--- config.mk ---
export PLATFORM = sky130hd
export DESIGN_NAME = lfsr_range
export DESIGN_NICKNAME = d
export VERILOG_FILES = /design/src/rtl/lfsr_pkg.sv /design/src/rtl/lfsr_range.sv
export SDC_FILE = /design/constraint.sdc
export NUM_CORES = 1
export LEC_CHECK = 0
export CORE_UTILIZATION = 39
export CTS_BUF_LIST = sky130_fd_sc_hd__clkbuf_16
export DETAILED_ROUTE_END_ITERATION = 10
export PLACE_DENSITY = 0.74
export REMOVE_ABC_BUFFERS = 1
export SETUP_SLACK_MARGIN = 0.02
export SLEW_MARGIN = 40
export SYNTH_ARGS = -nofsm -noshare
export SYNTH_HDL_FRONTEND = slang
export SYNTH_SLANG_ARGS = --single-unit
--- constraint.sdc ---
create_clock -name clk -period 6.7 [get_ports clk]
set_clock_uncertainty 0.2 [all_clocks]
set_input_delay 1.34 -clock clk [delete_from_list [all_inputs] [get_ports clk]]
set_output_delay 1.34 -clock clk [all_outputs]
set_load 0.1 [all_outputs]
--- src/rtl/lfsr_pkg.sv ---
// Shared types and helpers for the bounded random value generator.
// Holds the controller state encoding and the range-mask helper.
package lfsr_pkg;

    typedef enum logic [1:0] {
        StIdle,
        StStep,
        StCheck,
        StOut
    } state_e;

    // Smallest all-ones value covering n-1; n=0 wraps to 0xFFFF (full 16-bit range).
    function automatic logic [15:0] range_mask(input logic [15:0] n);
        logic [15:0] v;
        v = n - 16'd1;
        v = v | (v >> 1);
        v = v | (v >> 2);
        v = v | (v >> 4);
        v = v | (v >> 8);
        return v;
    endfunction

endpackage

--- src/rtl/lfsr_range.sv ---
// Bounded random value generator: masks an external LFSR value into [0, N-1]
// by rejection sampling, with a subtract fallback and reseed after too many rejects.
module lfsr_range
    import lfsr_pkg::*;
#(
    parameter int unsigned GP_MAX_RETRY = 8
) (
    input  logic        clk,
    input  logic        rst,
    input  logic        req,
    input  logic [15:0] range,
    input  logic [15:0] lfsr,
    output logic        gen_en,
    output logic        rgen_trg,
    output logic [15:0] rnd,
    output logic        rnd_vld,
    input  logic        rnd_rdy,
    output logic        busy
);

    localparam logic [7:0] LastRetry = 8'(GP_MAX_RETRY - 1);

    state_e      state_q, state_d;
    logic [15:0] n_q, n_d;
    logic [7:0]  retry_q, retry_d;
    logic [15:0] rnd_q, rnd_d;

    logic [15:0] mask;
    logic [15:0] cand;
    logic        accept;
    logic        fallback;

    always_comb begin
        mask = range_mask(n_q);
        cand = lfsr & mask;
        // N=0 encodes 65536, so every candidate fits
        accept = (n_q == 16'd0) || (cand < n_q);
    end

    always_comb begin
        state_d  = state_q;
        n_d      = n_q;
        retry_d  = retry_q;
        rnd_d    = rnd_q;
        fallback = 1'b0;
        unique case (state_q)
            StIdle: begin
                if (req) begin
                    n_d     = range;
                    retry_d = 8'd0;
                    state_d = StStep;
                end
            end
            StStep: begin
                state_d = StCheck;
            end
            StCheck: begin
                if (accept) begin
                    rnd_d   = cand;
                    state_d = StOut;
                end else if (retry_q != LastRetry) begin
                    retry_d = retry_q + 8'd1;
                    state_d = StStep;
                end else begin
                    // cand < 2*N here, so the difference is always in range
                    rnd_d    = cand - n_q;
                    fallback = 1'b1;
                    state_d  = StOut;
                end
            end
            StOut: begin
                if (rnd_rdy) begin
                    state_d = StIdle;
                end
            end
            default: state_d = StIdle;
        endcase
    end

    always_ff @(posedge clk) begin
        if (rst) begin
            state_q <= StIdle;
            n_q     <= 16'd0;
            retry_q <= 8'd0;
            rnd_q   <= 16'd0;
        end else begin
            state_q <= state_d;
            n_q     <= n_d;
            retry_q <= retry_d;
            rnd_q   <= rnd_d;
        end
    end

    // Gated by rst so a pending request emits no pulse while reset is held
    always_comb begin
        gen_en   = !rst && (state_q == StStep);
        rgen_trg = !rst && fallback;
        rnd_vld  = !rst && (state_q == StOut);
        busy     = !rst && (state_q != StIdle);
        rnd      = rnd_q;
    end

endmodule

* Word level (Yosys, flattened, before mapping)
Index checks and enable logic that the tools add are counted.
Word-level totals: output and inout bits 20, flip-flop bits (word level) 42, input bits 36, word-level logic and storage cells 50
Operators by class: mux-type cells 14, bitwise gates (word level) 5, magnitude comparators 1, add/sub/neg operators 3, equal/unequal tests 9, reduce and logical (&&, ||, !) cells 14
Operator list (count):
- $mux W16 | 2
- $mux W8 | 3
- $and A16 B16 Y16 | 1
- $logic_not A16 Y1 | 1
- $lt A16 B16 Y1 | 1
- $or A16 B12 Y16 | 1
- $or A16 B14 Y16 | 1
- $or A16 B15 Y16 | 1
- $or A16 B8 Y16 | 1
- $pmux W8 S2 | 1
- $sub A16 B1 Y16 const B | 1
- $sub A16 B16 Y16 | 1
- $ne A2 B2 Y1 const B | 5
- $add A8 B1 Y8 const B | 1
- $mux W2 | 4
- $ne A8 B3 Y1 const B | 1
- $pmux W2 S4 | 1
- $reduce_and A2 Y1 | 3
- $eq A2 B2 Y1 const B | 2
- $logic_and A1 B1 Y1 | 4
- $reduce_and A4 Y1 | 1
- $reduce_bool A2 Y1 | 2
- $mux W1 | 3
- $eq A2 B1 Y1 const B | 1
- other kinds (3) | 3

* Logic depth before layout (Yosys ltp)
Gate-level depths: netlist of run 1.
depth after elaboration 11, gate-level depth with buffers 20, depth with buffers taken out 18

* Worst setup path before layout of run 1
Ideal clock, no wire load.
kind flip-flop to output port, from register n_q[1], to output port rgen_trg, data required time 5.160 ns, slack -1.210 ns, stages on the path, launching flop included 17, path buffers 1, data arrival time 6.370 ns, cell sequence dfxtp_1 > inv_1 > ha_1 > clkbuf_1 > or4_1 > a21oi_1 > o22ai_2 > or3_1 > and2_1 > ha_1 > o211ai_1 > nor2_1 > o31a_1 > and2_1 > a211o_2 > nand2_2 > nor4_1
Between the ends: cells in the longest elaborated chain, start to end 11, elaborated cells on any way between the ends 12, those cells by class 1 x add/sub; 1 x order compare; 2 x mux; 5 x bitwise; 3 x reduce/logical
RTL lines:
- start: declaration | RTL line lfsr_range.sv:24 | logic [15:0] n_q, n_d;
- start signal: assignment | RTL line lfsr_range.sv:88 | n_q <= n_d;
- $sub A16 B1 Y16 | RTL line lfsr_pkg.sv:15 | v = n - 16'd1;
- $or A16 B15 Y16 | RTL line lfsr_pkg.sv:16 | v = v | (v >> 1);
- $or A16 B14 Y16 | RTL line lfsr_pkg.sv:17 | v = v | (v >> 2);
- $or A16 B12 Y16 | RTL line lfsr_pkg.sv:18 | v = v | (v >> 4);
- $or A16 B8 Y16 | RTL line lfsr_pkg.sv:19 | v = v | (v >> 8);
- $and A16 B16 Y16 | RTL line lfsr_range.sv:35 | cand = lfsr & mask;
- $lt A16 B16 Y1 | RTL line lfsr_range.sv:37 | accept = (n_q == 16'd0) || (cand < n_q);
- $logic_or A1 B1 Y1 * | RTL line lfsr_range.sv:37
- $mux W1 * | RTL line lfsr_range.sv:58 | if (accept) begin
- $mux W1 * | RTL line lfsr_range.sv:46 | unique case (state_q)
- $logic_and A1 B1 Y1 * | RTL line lfsr_range.sv:97 | rgen_trg = !rst && fallback;
- end: declaration | RTL line lfsr_range.sv:14 | output logic rgen_trg,
Mark *: on every way between the ends. The rest lies on a longest branch, timed or not.

* Final worst setup path of run 1
Ends and elaborated chain as after synthesis.

==> metrics.txt, run 1 <==
Die ar.=0.008943 mm^2; Period minus WS final=6.284 ns; synth-to-layout area growth=21.34%; cell taking the most area after synthesis=dfxtp_1; fill count=831; Main synth FF type=dfxtp_1; Mean Syn Cell Area=7.613 um^2; total chip power=1136 uW; Num CTS Buffers=5; num rows=33; Clk pwr share=0.237; num ports=56; r2r worst-path depth=18; Hold Path Depth=2; Final Wtd Congestion=0.8773; GRT Util Overall=0.2100; nets=541; Clock Sink Count=42; Synth Cell Area=0.003342 mm^2; crit path max fanout=10; CTS tree=done; largest net degree at the start of global routing=49; antenna diode count=0; critical path class=flop to output port; Cell Int Power=648.4 uW; RSZ-0062 raised after global routing=false; f_max=0.1591 GHz; WL final=8.898 mm; CP startpoint kind=flop; top-area cell type share of the netlist area=0.2516; final setup vio count=0; top cells by count, synth=nand2_1 (71), dfxtp_1 (42), nor2_1 (38); largest cells by area after synthesis=dfxtp_1 (25%), nand2_1 (8.0%), ha_1 (6.7%), a21oi_1 (5.2%), nor2_1 (4.3%); routed len/inst=15.06 um; vias in the first global route=3178; Finished Core Util=0.4911; initial core utilization=0.4047; Clk pin slew, worst setup/hold paths=0.06 ns; CTS Hold Bufs=0; Worst R2R End=rnd[15]; yosys warns=0; Pre-antenna DRT Iters=4; Req. time, crit path=5.16 ns; worst hold path type=flop to flop; Setup crit start=n_q[1]; pre-CTS setup slack=0.5270 ns; Min Hold Slack=0.2802 ns; Yosys reg bits=42; Synth async-reset ratio=0; status=complete, no violations; clk_lat worst skew=0.28 ns; Seq/Total Area, Yosys=0.2516; CP Capture Type=output port; IR Drop Worst-Case VDD=0.1416 mV; setup slack after layout=0.4162 ns; Initial DRC Count=172; final setup TNS=0 ns; CTS root buffer=clkbuf_16; # port buffers=55; area of the core=0.008258 mm^2; first-pass GRT wire length=14.79 mm; combinational group share of total power=0.508; Slew Limit Fails=0; number of H-tree levels=2; Remaining DRCs=0; register area=840.8 um^2; Distinct cells, synth=67; final hold violations=0; share of post-route cells with drive strength above 1=0.1091; die width=94.57 um; maxcap violations=0; Pwr Density=280.0 mW/mm^2; switching portion of total power=0.4290; fin crit share=0.9379; DP HPWL=6.816 mm; Syn Inst Count=439; worst-margin pin slew=0.7449 ns; remaining antenna violation count after routing=0; Rel. slew slack=0.5034; Arr. time, crit path=4.74 ns; Max Root-Sink Buffers=2; number of synthesized flops with an enable pin=0; height of the die=94.57 um; most frequent cell after synthesis=nand2_1; DR vias=3320; Sw Pwr=487.2 uW; Leakage=0.001513 uW; grt total ovfl=0; Worst Hold Launch=n_q[4]; antenna violations before repair=0; sequential group share of total power=0.255; area of the multi-input gates=0.002350 mm^2; FF-to-FF Start=n_q[1]; routed vias/inst=5.618; FF-to-FF setup slack=1.47 ns; Hold Path End=n_q[4]
[through the flow]
stage | instance area (um^2) | cells
2_1_floorplan | 3258 | 422
3_5_place_dp | 3877 | 584
5_1_grt | 4055 | 591
4_1_cts | 4036 | 591
3_3_place_gp | 3958 | 584
6_report | 4055 | 591
[state kept, by name, summed over array words and instances, names as in the netlist]
name,cells
n_q,16
rnd,16
retry_q,8
state_q,2
[what timing repair did]
item                       4_1_cts  5_1_grt
setup buffers                    0        0
setup endpoints to repair        0        1
resized for setup                0        3
[cells in the final DEF (no fill, tap or decap), types with 8 or more instances in the layout]
cell	count
nor2_1	38
or3_1	8
dfxtp_1	42
a31oi_1	9
buf_2	16
nand2_1	71
nor3_1	11
clkdlybuf4s50_1	35
xnor2_1	15
mux2i_1	9
nand3_1	12
ha_1	17
o21ai_0	10
inv_1	23
a21oi_1	35
[routing by layer]
| layer | track usage | wire length, um | vias up |
|---|---|---|---|
| met5 | 0 | 0 | - |
| met2 | 0.3400 | 4071 | 97 |
| met4 | 0.06566 | 146 | 0 |
| met1 | 0.2854 | 4198 | 1523 |
| met3 | 0.03221 | 482 | 13 |
| li1 | - | - | 1687 |
[worst max-delay path: stages, from the launching register on]
cell and delay (ns):
dfxtp_1 0.34, inv_1 0.20, ha_4 0.23, o21ai_0 0.16
o31ai_1 0.26, a32oi_1 0.16, or4_1 0.57, o41ai_2 0.31
ha_1 0.23, inv_1 0.05, fa_1 0.40, a21oi_1 0.18
nand4b_1 0.15, nand3_1 0.10, and2_1 0.21, a211o_2 0.36
nand2_2 0.21, nor4_2 0.11, buf_12 0.20
[power by group through the flow]
stage | logic [uW] | clock network, uW | registers, uW
finish | 577 | 269 | 290
global route | 638 | 284 | 293
CTS | 572 | 276 | 290
detailed placement | 569 | 0 | 295
global placement | 575 | 0 | 294
floorplan | 374 | 0 | 362
[final cells by class]
cell class,count,share of cell area
Clock inverter,2,0.008331
Tap cell,105,0.03240
Clock buffer,5,0.03085
Timing Repair Buffer,57,0.1203
Sequential cell,42,0.2073
Multi-Input combinational cell,357,0.5794
Inverter,23,0.02129
[cell families (layout without fill, tap and decap cells)]
group | count (synthesis) | count (layout) | share of synthesized area
muxes | 9 | 9 | 0.02696
DFF | 42 | 42 | 0.2516
AOI/OAI and AO/OA | 116 | 116 | 0.2527
buffers and inverters | 40 | 87 | 0.05092
adders and majority gates | 19 | 19 | 0.07338
and+or+nand+nor | 191 | 191 | 0.2868
xor gates and xnor gates | 22 | 22 | 0.05766
[worst max path at each step]
stage                to  slack, ns  cells past startpoint
2_1_floorplan  rgen_trg      -1.25                     14
3_3_place_gp   rgen_trg       0.66                     16
3_5_place_dp   rgen_trg       0.53                     16
4_1_cts        rgen_trg       0.18                     17
5_1_grt        rgen_trg       0.11                     18
6_report       rgen_trg       0.42                     18
(Power assumes the default switching activity.)
==> run 2, diff against run 1 <==
--- a/config.mk
+++ b/config.mk
@@ -11,7 +11,7 @@
 export PLACE_DENSITY = 0.74
 export REMOVE_ABC_BUFFERS = 1
 export SETUP_SLACK_MARGIN = 0.02
-export SLEW_MARGIN = 40
+export SKIP_CTS_REPAIR_TIMING = 1
 export SYNTH_ARGS = -nofsm -noshare
 export SYNTH_HDL_FRONTEND = slang
 export SYNTH_SLANG_ARGS = --single-unit
==> constraint.sdc (replaced) <==
create_clock -name clk -period 6.4 [get_ports clk]
set_clock_uncertainty 0.2 [all_clocks]
set_input_delay 1.28 -clock clk [delete_from_list [all_inputs] [get_ports clk]]
set_output_delay 1.28 -clock clk [all_outputs]
set_load 0.1 [all_outputs]
==> metrics.txt, run 2 (synthesis results as in run 1) <==
number of H-tree levels=2; Initial DRC Count=260; Clock Sink Count=42; CTS tree=done; Req. time, crit path=4.92 ns; switching portion of total power=0.4173; CP startpoint kind=flop; Remaining DRCs=0; Rel. slew slack=0.3500; synth-to-layout area growth=25.42%; area of the multi-input gates=0.002364 mm^2; Die ar.=0.008943 mm^2; routed len/inst=14.78 um; first-pass GRT wire length=14.50 mm; f_max=0.1632 GHz; Clk pin slew, worst setup/hold paths=0.06 ns; initial core utilization=0.4047; Finished Core Util=0.5076; most common library cell in the layout ignoring fill and taps=nand2_1; remaining antenna violation count after routing=0; critical path class=flop to output port; Arr. time, crit path=4.65 ns; register area=840.8 um^2; maxcap violations=0; share of post-route cells with drive strength above 1=0.08197; # port buffers=55; CTS root buffer=clkbuf_16; CP Capture Type=output port; DP HPWL=6.750 mm; sequential group share of total power=0.240; Pwr Density=300.6 mW/mm^2; vias in the first global route=3058; num rows=33; final hold violations=0; Sw Pwr=525.8 uW; nets=542; GRT Util Overall=0.2065; final setup TNS=0 ns; final setup vio count=0; fill count=850; antenna violations before repair=0; most frequent cells in the layout=nand2_1 (71), clkdlybuf4s50_1 (51), dfxtp_1 (42); placed insts=585; fin crit share=0.9576; largest net degree at the start of global routing=49; Pre-antenna DRT Iters=4; Period minus WS final=6.129 ns; worst-margin pin slew=0.9720 ns; die width=94.57 um; RSZ-0062 raised after global routing=false; num ports=56; status=complete, no violations; Final Wtd Congestion=0.8695; Cell Int Power=734.3 uW; combinational group share of total power=0.494; Clk pwr share=0.265; crit path max fanout=10; antenna diode count=0; grt total ovfl=0; routed vias/inst=5.565; area of the core=0.008258 mm^2; WL final=8.763 mm; Max Root-Sink Buffers=2; clk_lat worst skew=0.29 ns; Num CTS Buffers=5; worst hold path type=flop to flop; Leakage=0.001508 uW; Slew Limit Fails=0; IR Drop Worst-Case VDD=0.1656 mV; DR vias=3300; Post-Layout Cell Count=593; height of the die=94.57 um
-- run 2: cell types whose count changed in the layout (fill, tap and decap cells not counted) --
cell / previous run / this run
nand2_2: 1 / 0
bufinv_16: 1 / 2
nor4_4: 1 / 2
clkinv_1: 1 / 0
nor4_2: 1 / 0
nand2_4: 0 / 1
clkinv_4: 0 / 1
buf_2: 16 / 0
buf_4: 5 / 6
clkdlybuf4s50_1: 35 / 51
-- run 2: worst paths after layout --
kind | from | to | slack, ns | cells after the start
min reg2reg | n_q[4] | n_q[4] | 0.28 | 2
max | n_q[1] | rgen_trg | 0.27 | 18
max reg2reg | n_q[1] | rnd[15] | 1.20 | 18
min | n_q[4] | n_q[4] | 0.28 | 2
-- run 2: cell type report --
class	instances	area share
Multi-Input combinational cell	357	0.5639
Sequential cell	42	0.2006
Timing Repair Buffer	58	0.1373
Tap cell	105	0.03134
Clock buffer	5	0.02985
Inverter	23	0.02060
Clock inverter	3	0.01642
-- run 2: metrics by stage --
stage,cell area [um^2],setup WS (ns),hold slack [ns],power [uW]
after global routing,4192,0.02435,0.3110,1340
after CTS,4159,-0.02085,0.2855,1251
after global placement,3965,0.4191,0.2617,909.9
after detailed placement,3965,0.2974,0.2766,915.1
after floorplan,3258,-1.489,0.2429,771.0
final,4192,0.2713,0.2817,1260
-- run 2: per-layer routing --
metal / up-vias / share of wire / GRT usage
li1: 1688 / - / -
met5: - / 0 / 0
met1: 1500 / 0.48 / 0.2849
met2: 100 / 0.45 / 0.3309
met4: 0 / 0.018 / 0.06313
met3: 12 / 0.048 / 0.03060
-- run 2: critical path: stages, from the launching register on --
cell and delay (ns):
dfxtp_1 0.35, inv_1 0.21, ha_4 0.23, o21ai_0 0.15, o31ai_1 0.23, a32oi_1 0.15
or4_1 0.57, o41ai_2 0.31, ha_1 0.23, inv_1 0.05, fa_1 0.40, a21oi_1 0.18
nand4b_1 0.15, nand3_1 0.10, and2_1 0.22, a211o_2 0.38, nand2_4 0.16, nor4_4 0.08
buf_12 0.19
-- run 2: power by group through the flow --
stage	combinational [uW]	sequential (uW)	clock, uW
final	623	303	334
after global routing	682	306	352
after floorplan	392	379	0
after CTS	609	303	339
after detailed placement	606	309	0
after global placement	603	307	0
